`config.mk`:
```
export PLATFORM = sky130hd
export DESIGN_NAME = counter_sequencer
export DESIGN_NICKNAME = d
export VERILOG_FILES = /design/src/rtl/counter_seq_pkg.sv /design/src/rtl/counter_sequencer_carry.sv /design/src/rtl/counter_sequencer.sv
export SDC_FILE = /design/constraint.sdc
export NUM_CORES = 1
export LEC_CHECK = 0
export CORE_ASPECT_RATIO = 1.1
export CORE_MARGIN = 4
export CORE_UTILIZATION = 50
export CTS_CLUSTER_SIZE = 25
export DETAILED_ROUTE_END_ITERATION = 8
export PLACE_DENSITY = 0.85
export REMOVE_ABC_BUFFERS = 1
export SYNTH_ARGS = -nofsm -noshare
export SYNTH_HDL_FRONTEND = slang
export SYNTH_SLANG_ARGS = --single-unit
```
`constraint.sdc`:
```
create_clock -name clk -period 2 [get_ports clk]
set_input_delay 0.4 -clock clk [delete_from_list [all_inputs] [get_ports clk]]
set_output_delay 0.4 -clock clk [all_outputs]
set_load 0.02 [all_outputs]
```
`src/rtl/counter_seq_pkg.sv`:
```
// Shared types for the counter sequencer: FSM states and host command opcodes.
package counter_seq_pkg;

  typedef enum logic [1:0] {
    ST_IDLE,
    ST_LOAD,
    ST_RUN,
    ST_DONE
  } state_t;

  typedef enum logic [1:0] {
    OP_NOP,
    OP_LOAD,
    OP_RUN,
    OP_RSVD
  } op_t;

endpackage

```
`src/rtl/counter_sequencer_carry.sv`:
```
// Rising-edge detector on the counter carry feeding a saturating tally,
// cleared at the start of a run and gated by a counting window.
module carry_edge_counter #(
  parameter int P_CARRY_BIT = 8
) (
  input  logic                   clk,
  input  logic                   resetn,
  input  logic                   carry,
  input  logic                   clr,
  input  logic                   window,
  output logic [P_CARRY_BIT-1:0] tally
);

  localparam logic [P_CARRY_BIT-1:0] TALLY_MAX = '1;

  logic carry_q;

  // carry_q tracks every cycle so an edge straddling the window start is not miscounted
  always_ff @(posedge clk or negedge resetn) begin
    if (!resetn) begin
      carry_q <= 1'b0;
      tally   <= '0;
    end else begin
      carry_q <= carry;
      if (clr) begin
        tally <= '0;
      end else if (window && carry && !carry_q && (tally != TALLY_MAX)) begin
        tally <= tally + 1'b1;
      end
    end
  end

endmodule

```
`src/rtl/counter_sequencer.sv`:
```
// Command-driven controller for the up-counter: LOAD / RUN / NOP over valid/ready,
// runs the counter for exactly N cycles, supports abort, tallies carries, snapshots the count.
module counter_sequencer
  import counter_seq_pkg::*;
#(
  parameter int P_BIT       = 4,
  parameter int P_RUN_BIT   = 8,
  parameter int P_CARRY_BIT = 8
) (
  input  logic                   clk,
  input  logic                   resetn,
  input  logic                   cmd_valid,
  output logic                   cmd_ready,
  input  logic [1:0]             cmd_op,
  input  logic [P_RUN_BIT-1:0]   cmd_data,
  input  logic                   abort,
  output logic                   enable,
  output logic                   wenable,
  output logic [P_BIT-1:0]       wcount,
  input  logic [P_BIT-1:0]       count,
  input  logic                   carry,
  output logic                   busy,
  output logic                   done,
  output logic [P_CARRY_BIT-1:0] carry_cnt,
  output logic [P_BIT-1:0]       last_count
);

  localparam logic [P_RUN_BIT-1:0] RUN_LAST = P_RUN_BIT'(1);

  state_t               state;
  logic [P_RUN_BIT-1:0] remaining;
  logic                 from_run;
  logic                 accept;
  logic                 run_start;
  logic                 tally_window;

  assign accept       = cmd_valid & cmd_ready;
  assign run_start    = accept && (op_t'(cmd_op) == OP_RUN) && (cmd_data != '0);
  assign tally_window = (state == ST_RUN) || ((state == ST_DONE) && from_run);

  // All host-visible outputs are registered from the next state so they change only on clk
  always_ff @(posedge clk or negedge resetn) begin
    if (!resetn) begin
      state      <= ST_IDLE;
      remaining  <= '0;
      from_run   <= 1'b0;
      cmd_ready  <= 1'b0;
      enable     <= 1'b0;
      wenable    <= 1'b0;
      wcount     <= '0;
      busy       <= 1'b0;
      done       <= 1'b0;
      last_count <= '0;
    end else begin
      case (state)
        ST_IDLE: begin
          cmd_ready <= 1'b1;
          busy      <= 1'b0;
          if (accept) begin
            case (op_t'(cmd_op))
              OP_LOAD: begin
                state     <= ST_LOAD;
                wenable   <= 1'b1;
                wcount    <= cmd_data[P_BIT-1:0];
                cmd_ready <= 1'b0;
                busy      <= 1'b1;
              end
              OP_RUN: begin
                cmd_ready <= 1'b0;
                busy      <= 1'b1;
                if (cmd_data == '0) begin
                  state    <= ST_DONE;
                  done     <= 1'b1;
                  from_run <= 1'b0;
                end else begin
                  state     <= ST_RUN;
                  enable    <= 1'b1;
                  remaining <= cmd_data;
                end
              end
              default: begin
                state <= ST_IDLE;
              end
            endcase
          end
        end

        ST_LOAD: begin
          state    <= ST_DONE;
          wenable  <= 1'b0;
          done     <= 1'b1;
          from_run <= 1'b0;
        end

        // Stopping at 1 rather than 0 keeps N = all-ones from needing a wider counter
        ST_RUN: begin
          remaining <= remaining - 1'b1;
          if (abort || (remaining == RUN_LAST)) begin
            state    <= ST_DONE;
            enable   <= 1'b0;
            done     <= 1'b1;
            from_run <= 1'b1;
          end
        end

        // The final enabled increment lands on the RUN exit edge, so count is sampled here
        ST_DONE: begin
          state     <= ST_IDLE;
          done      <= 1'b0;
          busy      <= 1'b0;
          cmd_ready <= 1'b1;
          from_run  <= 1'b0;
          if (from_run) begin
            last_count <= count;
          end
        end

        default: begin
          state <= ST_IDLE;
        end
      endcase
    end
  end

  carry_edge_counter #(
    .P_CARRY_BIT(P_CARRY_BIT)
  ) u_carry (
    .clk   (clk),
    .resetn(resetn),
    .carry (carry),
    .clr   (run_start),
    .window(tally_window),
    .tally (carry_cnt)
  );

endmodule

```
== Yosys cells after proc, flatten, opt, wreduce, memory -nomap -nowiden ==
Index checks and enable logic that the tools add are counted.
W data, S select, Z words.
Word-level totals
  bits of input ports: 19
  bits in read-only memories: 0
  memories: 0
  bits in registers: 33
  memory bits (writable): 0
  output and inout port bits: 21
  bits in latches: 0
  word-level logic and storage cells: 87
Cells by class
  bitwise logic cells: 1
  order comparisons: 0
  shift-type cells: 0
  reduce and logical (&&, ||, !) cells: 25
  mux-type cells: 34
  $mul: 0
  eq/ne operators: 13
  div/mod/pow operators: 0
  $add $sub $neg: 2
Operators with widths (number)
  $mux W8: 5
  $mux W1: 18
  $pmux W8 S2: 1
  $add A8 B1 Y8 const B: 1
  $eq A8 B1 Y1 const B: 1
  $logic_not A8 Y1: 1
  $ne A2 B2 Y1 const B: 4
  $ne A8 B8 Y1 const B: 1
  $pmux W1 S2: 4
  $pmux W2 S4: 1
  $reduce_and A4 Y1: 2
  $reduce_bool A2 Y1: 4
  $reduce_bool A8 Y1: 1
  $sub A8 B1 Y8 const B: 1
  $eq A2 B2 Y1 const B: 3
  $logic_and A1 B1 Y1: 6
  $reduce_and A3 Y1: 2
  $reduce_and A5 Y1: 1
  $eq A2 B1 Y1 const B: 2
  $mux W2: 2
  $ne A2 B1 Y1 const B: 2
  $pmux W1 S4: 1
  $pmux W2 S2: 1
  $reduce_and A2 Y1: 2
  6 further kinds: 8

== Longest topological paths before layout ==
Gate-level depths: netlist (run 1).
  depth in word-level cells: 8
  mapped depth: 8
  gate-level depth less buffers: 6

== Modules after synthesis ==
From an unflattened synthesis (run 1), not the netlist that was laid out.
Second synthesis, totals
  cells, all modules: 213
  area total of the unflattened synthesis: 2163.3 µm²
By module, submodules not included
  counter_sequencer: seq. area each 600.6 µm², cells an instance 164, area each 1595.3 µm², times used 1
  carry_edge_counter: seq. area each 225.2 µm², cells an instance 49, area each 568.0 µm², times used 1

== Worst setup path before layout (run 1) ==
No wires, ideal clock.
  kind: reg-to-reg
  start point: reg state[0]
  end point: reg from_run
  path buffers: 1
  arrival time: 1.640 ns
  cell stages (with the launch flop): 8
  slack: 0.233 ns
  required time: 1.874 ns
  cells stage by stage: dfrtp_1 > inv_1 > ha_1 > buf_2 > clkinv_1 > a311oi_2 > a21oi_1 > o2bb2a_1
On the way
  cells in the longest elaborated chain, start to end: 3
  elaborated cells between the ends (all ways): 11
  classes of those cells: 7 x eq/ne; 1 x mux; 3 x reduce/logical
RTL lines
  start: declaration: line counter_sequencer.sv:30  | state_t state;
  start signal: assignment: line counter_sequencer.sv:44  | state <= ST_IDLE;
  start signal: assignment: line counter_sequencer.sv:62  | state <= ST_LOAD;
  start signal: assignment: line counter_sequencer.sv:72  | state <= ST_DONE;
  $eq A2 B2 Y1, or another cell as far along: line counter_sequencer.sv:55  | case (state)
  $reduce_or A2 Y1 (no line), or another cell as far along
  $pmux W1 S3 / $reduce_and A4 Y1 (equally long branches)
  end signal: assignment: line counter_sequencer.sv:46  | from_run <= 1'b0;
  end signal: assignment: line counter_sequencer.sv:74  | from_run <= 1'b0;
  end signal: assignment: line counter_sequencer.sv:92  | from_run <= 1'b0;
  end: declaration: line counter_sequencer.sv:32  | logic from_run;
Parallel ways exist; a longest one is shown, timed or not.
A chain may end at the register's enable or synchronous reset.

== Worst setup path in the final report (run 1) ==
  start point: in cmd_data[1]
  end point: reg remaining[4]
On the way
  cells in the longest elaborated chain, start to end: 3
RTL lines
  start: declaration: line counter_sequencer.sv:15  | input logic [P_RUN_BIT-1:0] cmd_data,
  $logic_not A8 Y1: line counter_sequencer.sv:71  | if (cmd_data == '0) begin
  $ne A2 B2 Y1 (no line)
  $reduce_and A4 Y1 (no line)
  end signal: assignment: line counter_sequencer.sv:78  | remaining <= cmd_data;
  end signal: assignment: line counter_sequencer.sv:97  | remaining <= remaining - 1'b1;
  end: declaration: line counter_sequencer.sv:31  | logic [P_RUN_BIT-1:0] remaining;
No other way between the ends.

==> results of run 1 <==
-- registers in the layout (all words and copies together) (netlist names) --
register and count:
remaining 8, u_carry.tally 8, last_count 4, wcount 4
state 2, busy 1, cmd_ready 1, done 1
enable 1, from_run 1, u_carry.carry_q 1, wenable 1
-- Yosys cell counts, drive strengths merged (3+ instances only) --
cell type / instances
dfrtp: 33
a21oi: 15
inv: 15
nand2: 14
ha: 10
mux2: 9
nand3: 9
nor2: 9
nor4: 9
o21ai: 9
buf: 5
nand4: 4
or3: 4
or4: 4
a211o: 3
a21o: 3
a311oi: 3
and3: 3
clkbuf: 3
mux2i: 3
nor3: 3
o211ai: 3
o22ai: 3
-- stage by stage --
step / cell area (sq um) / TNS, ns / hold WS [ns]
after global routing: 2750 / 0 / 0.525
final: 2750 / 0 / 0.494
after CTS: 2720 / 0 / 0.499
after floorplan: 1950 / -0.0179 / 0.104
after global placement: 2600 / -1.25 / 0.465
after detailed placement: 2600 / -1.57 / 0.480
-- power by group through the flow --
stage	Combinational [uW]	Clock [uW]	Sequential, uW
2_1_floorplan	1010	0	1350
3_3_place_gp	1860	0	1210
3_5_place_dp	1920	0	1220
4_1_cts	1940	664	1210
5_1_grt	2190	694	1260
6_report	2020	658	1230
-- area by class of cell --
cell class              count  share of cell area
clock inverters             1              0.0109
clock buffers               7              0.0314
inverters                  16              0.0219
flip-flops and latches     33               0.301
well taps                  50              0.0228
multi-input cells         147               0.399
repair buffers             65               0.213
-- cells by family after synthesis --
group	count (synthesis)	share of synthesized area
compound gates	56	0.204
mux	12	0.0660
buf+inv	24	0.0497
fa+ha+maj	10	0.0629
xor+xnor	2	0.00881
flops	33	0.415
simple gates	67	0.194
-- how the worst max path moves through the flow --
stage                                   to  slack, ns  cells after the start
after global routing      u_carry.tally[6]      0.007                      6
after detailed placement      remaining[3]      -0.24                      8
after CTS                        wcount[1]       0.06                      5
after global placement        remaining[7]      -0.18                      8
final                         remaining[4]       0.08                      5
after floorplan                   from_run      -0.02                      6
-- worst reg2reg max path: stages, from the launching register on --
cell	delay [ns]
sky130_fd_sc_hd__dfrtp_1	0.45
sky130_fd_sc_hd__inv_1	0.12
sky130_fd_sc_hd__ha_1	0.25
sky130_fd_sc_hd__or3b_2	0.50
sky130_fd_sc_hd__nand2_1	0.08
sky130_fd_sc_hd__o21ai_1	0.07
sky130_fd_sc_hd__a221o_1	0.30
-- placed cells by master (no fill, tap or decap), types with 4 or more instances in the layout --
| master | instances |
|---|---|
| sky130_fd_sc_hd__clkbuf_8 | 6 |
| sky130_fd_sc_hd__nand3_1 | 9 |
| sky130_fd_sc_hd__ha_1 | 9 |
| sky130_fd_sc_hd__dfrtp_1 | 33 |
| sky130_fd_sc_hd__o21ai_0 | 7 |
| sky130_fd_sc_hd__or3_1 | 4 |
| sky130_fd_sc_hd__nand2_1 | 14 |
| sky130_fd_sc_hd__buf_4 | 26 |
| sky130_fd_sc_hd__clkdlybuf4s50_1 | 39 |
| sky130_fd_sc_hd__nor4_1 | 7 |
| sky130_fd_sc_hd__mux2_2 | 9 |
| sky130_fd_sc_hd__nand4_1 | 4 |
| sky130_fd_sc_hd__nor2_1 | 9 |
| sky130_fd_sc_hd__inv_1 | 15 |
| sky130_fd_sc_hd__a21oi_1 | 15 |
-- layer usage --
layer,vias to the layer above,GRT usage,wire (microns)
li1,894,-,-
met2,112,0.390,2680
met4,0,0.0905,163
met5,-,0,0
met1,900,0.272,2090
met3,22,0.0695,441
-- what timing repair did --
item / CTS / global route
hold buffers: 0 / 0
endpoints found under the setup margin: 0 / 13
gates resized for setup: 0 / 7
==> flow_summary.rst, run 1 <==
.. list-table::
   :header-rows: 1

   * - Metric
     - Value
   * - Avg WL per Cell
     - 16.8 microns
   * - Outcome
     - finished clean
   * - MaxCap Viol Count
     - 0
   * - Worst-case clock skew
     - 0.00860 ns
   * - Flop2flop setup slack
     - 0.11 ns
   * - EDFF count, synth
     - 0
   * - Flip-flop and latch count after synthesis
     - 33
   * - Starting utilization of the core area
     - 0.532
   * - Sequential fraction of design power
     - 0.315
   * - Number of antenna violations at the first check in global routing
     - 0
   * - Part of the power in the clock network
     - 0.169
   * - Cell types occupying the most area after synthesis
     - sky130_fd_sc_hd__dfrtp_1, sky130_fd_sc_hd__ha_1, sky130_fd_sc_hd__mux2_2
   * - Final max-slew violation count
     - 0
   * - Detailed placement HPWL
     - about 4000 microns
   * - Multi-input logic area
     - 1100 sq um
   * - Worst-case hold path end point
     - busy
   * - Delay-heaviest family, CP
     - compound AO/OA/AOI/OAI gates
   * - Post-detailed-routing wire length
     - ~5400 microns
   * - Setup repair after global routing missed its margin
     - no
   * - Clock period minus worst slack
     - around 1.9 ns
   * - Async set-or-reset flop fraction in the synthesized netlist
     - 1.00
   * - Die span in y
     - 74.2 microns
   * - Hold path startpoint
     - busy
   * - Leading register cell type out of synthesis
     - sky130_fd_sc_hd__dfrtp_1
   * - Drt first-iter violations
     - around 150
   * - Synth warnings
     - 0
   * - Via count of the routed design
     - 1928
   * - Tightest Hold Check Type
     - flop to flop
   * - Number of top-level design ports
     - 40
   * - Total clock sinks
     - 33
   * - Detailed-route DRC error count
     - 0
   * - Ratio of routed vias to standard cells
     - approximately 6
   * - Buffers inserted during post-CTS setup optimization
     - 0
   * - Syn Area/Cell
     - 9.75 sq um
   * - Length in cells of the worst reg-to-reg path
     - 6
   * - Worst hold path depth
     - 1
   * - Leakage power
     - 0.00121 uW
   * - Post-synth top area share
     - 0.415
   * - Standard cell core area
     - 3740 sq um
   * - Clock latency reported for the late side of the worst-skew pair
     - 0.29 ns
   * - Netlist cell types
     - 52
   * - Number of antenna repair diodes
     - 0
   * - Combinational share of power
     - 0.517
   * - H-tree levels
     - 2
   * - Endpoint of the worst register-to-register path
     - remaining[4]
   * - Critical R2R Launch
     - remaining[1]
   * - Highest cell delay on the worst timing path
     - 0.57 ns
   * - Clock buffers created by TritonCTS
     - 5
   * - Global-route wire length before repair
     - a little under 9000 microns
   * - Worst Path Max Fanout
     - 6
   * - Power per cell area
     - 1420 nW/um^2
   * - Share of total power consumed by net switching
     - 0.412
   * - Buffer type at the clock tree root
     - sky130_fd_sc_hd__clkbuf_8
   * - Crit end category
     - flop
   * - Non-filler cells in the finished layout
     - ~320
   * - Startpoint class of the critical path
     - primary input
   * - Critical Path, Cell by Cell
     - clkdlybuf4s50_1 > or4_4 > o21ai_4 > o21ai_1 > a221o_1
   * - Max-slew headroom at the worst pin
     - 0.713
   * - Endpoints failing hold
     - 0
   * - Filler cells
     - roughly 260
   * - Sequential cell area
     - 826 sq um
   * - Area growth from synthesis to layout
     - 38.1%
   * - Routability congestion estimate
     - 0.891
   * - Clock transition at the registers of the reported paths
     - 0.07 ns
   * - P_int
     - 2300 uW
   * - Fin nets
     - 297
   * - Pin count of the biggest net entering global routing
     - 34
   * - Share of post-route cells with drive strength above 1
     - 0.204
   * - Post-synthesis instance total
     - 204
   * - Vias in the first global route
     - 1956
   * - First-pass iteration count of the detailed router
     - 5
   * - Switch Pwr
     - between 1500 and 2000 uW
   * - CTS tree
     - done
   * - Cell with the largest stage delay on the worst path
     - sky130_fd_sc_hd__or4_4
   * - Cell area after synthesis
     - 1990 sq um
   * - FMAX
     - 0.521 GHz
   * - I/O Buffers
     - 39
   * - Worst Slack Setup Final
     - a little over 0.08 ns
   * - Die boundary width
     - ~68 microns
   * - ANT nets after route
     - 0
   * - Final cell utilization of the core
     - 0.734
   * - Beginning of the critical path
     - cmd_data[1]
   * - Cell count after placement
     - 311
   * - Worst endpoint required time
     - 2.17 ns
   * - Post-synthesis sequential area ratio
     - 0.415
   * - GRT Util Overall
     - 0.231
   * - Worst Path Buf+Inv
     - 1
   * - Std cell rows
     - 23
   * - Die area
     - between 5000 and 6000 sq um
   * - Placement-stage worst setup slack
     - -0.243 ns
   * - Total power draw
     - 3900 uW
   * - Data arrival time at the worst-slack endpoint
     - 2.09 ns
   * - Largest voltage drop on the vdd net
     - 0.765 mV
   * - Share of the clock period used by the worst path
     - 0.960
   * - Final global-route overflow total
     - 0
   * - Setup-violating endpoint count in the final report
     - 0
   * - Post-synth top area cell
     - sky130_fd_sc_hd__dfrtp_1
   * - Classification of the worst setup path
     - primary input to flop
   * - Worst Max-Slew Pin Slew
     - 0.431 ns
   * - CTS Buffer Depth
     - 2
No activity file was read; power rests on OpenSTA's default activity.
==> inputs of run 2 (changes only) <==
Settings changed: CORE_UTILIZATION 50 to 51, PLACE_DENSITY 0.85 to 0.79.
==> run 2 against run 1 <==
Against the previous run:
- fmax is 0.87% higher
- count of clock-buffer cells in the layout down 2
- first-iteration DRC count down 48%
- hold slack got worse by 0.012 ns
- critical path depth grew 2
- core utilization up 0.94 points
- final cell count rose by 0.94%
- via count is 2.5% lower
- critical endpoint unchanged
- die area decreased by 1.7%
==> flow_summary.rst, run 2 (same netlist as run 1, synthesis figures left out) <==
.. list-table::
   :header-rows: 1

   * - Metric
     - Value
   * - Non-filler cells in the finished layout
     - approximately 320
   * - Setup repair after global routing missed its margin
     - no
   * - Cell with the largest stage delay on the worst path
     - sky130_fd_sc_hd__clkdlybuf4s50_1
   * - Cell count after placement
     - 314
   * - Worst-case clock skew
     - 0.00495 ns
   * - Largest voltage drop on the vdd net
     - 0.783 mV
   * - Highest cell delay on the worst timing path
     - roughly 0.42 ns
   * - Critical Path, Cell by Cell
     - clkdlybuf4s50_1 > inv_1 > ha_1 > and3_1 > a21boi_2 > nor2_1 > a221o_1
   * - First-pass iteration count of the detailed router
     - 5
   * - Die span in y
     - 73.5 microns
   * - Final global-route overflow total
     - 0
   * - Fin nets
     - 300
   * - Outcome
     - finished clean
   * - FMAX
     - 0.526 GHz
   * - Vias in the first global route
     - 1798
   * - Standard cell core area
     - 3710 sq um
   * - Startpoint class of the critical path
     - primary input
   * - Clock latency reported for the late side of the worst-skew pair
     - 0.29 ns
   * - Max-slew headroom at the worst pin
     - 0.686
   * - Worst Path Max Fanout
     - 5
   * - I/O Buffers
     - 39
   * - CTS Buffer Depth
     - 2
   * - ANT nets after route
     - 0
   * - Global-route wire length before repair
     - 8380 microns
   * - Die boundary width
     - a little under 70 microns
   * - Detailed placement HPWL
     - ~3800 microns
   * - H-tree levels
     - 2
   * - Ratio of routed vias to standard cells
     - 5.84
   * - Crit end category
     - flop
   * - Share of the clock period used by the worst path
     - 0.951
   * - CTS tree
     - done
   * - Share of post-route cells with drive strength above 1
     - 0.210
   * - GRT Util Overall
     - 0.226
   * - Number of instances resized during post-cts repair
     - 0
   * - Registers with the highest flip-flop counts
     - remaining x8, u_carry.tally x8
   * - Buffers inserted during post-CTS setup optimization
     - 0
   * - Drt first-iter violations
     - between 70 and 80
   * - Number of top-level design ports
     - 40
   * - Std cell rows
     - 23
   * - Clock transition at the registers of the reported paths
     - around 0.07 ns
   * - Classification of the worst setup path
     - primary input to flop
   * - Leakage power
     - 0.00123 uW
   * - Clock period minus worst slack
     - 1.90 ns
   * - Detailed-route DRC error count
     - 0
   * - Power per cell area
     - 1420 nW/um^2
   * - Endpoints failing hold
     - 0
   * - Data arrival time at the worst-slack endpoint
     - 2.08 ns
   * - Cts-stage hold buffer count
     - 0
   * - Buffer type at the clock tree root
     - sky130_fd_sc_hd__clkbuf_8
   * - Via count of the routed design
     - 1880
   * - Number of antenna violations at the first check in global routing
     - 0
   * - Hold_ws
     - 0.482 ns
   * - Worst endpoint required time
     - 2.18 ns
   * - Routability congestion estimate
     - roughly 0.90
   * - Number of antenna repair diodes
     - 0
   * - Area growth from synthesis to layout
     - 38.8%
   * - Avg WL per Cell
     - about 15 microns
   * - Pin count of the biggest net entering global routing
     - 34
   * - Tightest Hold Check Type
     - flop to flop
   * - Worst Max-Slew Pin Slew
     - 0.460 ns
   * - Clock buffers created by TritonCTS
     - 5
   * - Die area
     - 4970 sq um
   * - Filler cells
     - 270
   * - Final max-slew violation count
     - 0
   * - Most frequent standard cell in the layout excluding fill and tap cells
     - sky130_fd_sc_hd__clkdlybuf4s50_1
   * - MaxCap Viol Count
     - 0
   * - Post-detailed-routing wire length
     - 4990 microns
   * - Total clock sinks
     - 33
   * - Starting utilization of the core area
     - 0.536
   * - Commonest non-fill, non-tap cells in the layout
     - sky130_fd_sc_hd__clkdlybuf4s50_1, sky130_fd_sc_hd__dfrtp_1, sky130_fd_sc_hd__buf_4
   * - Setup-violating endpoint count in the final report
     - 0
-- run 2: cell type report --
type | instances | area (sq um) | share of cell area
clock buffers | 5 | 68.8 | 0.0249
clock inverters | 3 | 65.1 | 0.0236
inverters | 16 | 60.1 | 0.0217
multi-input cells | 147 | 1070 | 0.388
flip-flops and latches | 33 | 826 | 0.299
well taps | 50 | 62.6 | 0.0227
repair buffers | 68 | 608 | 0.220
-- run 2: worst paths after layout --
| path | start | end | slack [ns] | cells after the start |
|---|---|---|---|---|
| min | busy | busy | 0.48 | 1 |
| max reg2reg | state[0] | remaining[3] | 0.19 | 7 |
| max in group asynchronous | resetn | wcount[0] | 1.17 | 2 |
| min reg2reg | busy | busy | 0.48 | 1 |
| min in group asynchronous | resetn | cmd_ready | 0.52 | 2 |
| max | cmd_op[0] | remaining[4] | 0.1 | 7 |
-- run 2: metal layers --
layer / global-route usage / up-vias / part of all wire
met3: 0.0535 / 7 / 0.065
met5: 0 / - / 0
met1: 0.266 / 892 / 0.41
met4: 0.0901 / 0 / 0.017
met2: 0.391 / 82 / 0.51
li1: - / 899 / -
-- run 2: through the flow --
stage	total power, uW	setup WS, ns	util	setup TNS [ns]	instance area [sq um]
4_1_cts	3920	0.114	0.742	0	2760
2_1_floorplan	2350	-0.0179	-	-0.0179	1950
5_1_grt	4200	0.00170	0.744	0	2760
6_report	3920	0.0974	0.744	0	2760
3_3_place_gp	3100	-0.145	0.706	-1.17	2620
3_5_place_dp	3160	-0.190	0.706	-1.66	2620
-- run 2: where the power goes --
part	total (uW)	switching [uW]	internal [uW]
Combinational	2000	1020	973
Sequential	1180	251	927
Clock	746	251	495
-- run 2: worst max-delay path, delay by kind of cell --
kind | cells | cell delay (ns)
AO/OA/AOI/OAI | 2 | 0.70
buffers and inverters | 2 | 0.50
adder cells (fa/ha/maj) | 1 | 0.16
AND/OR/NAND/NOR | 2 | 0.31
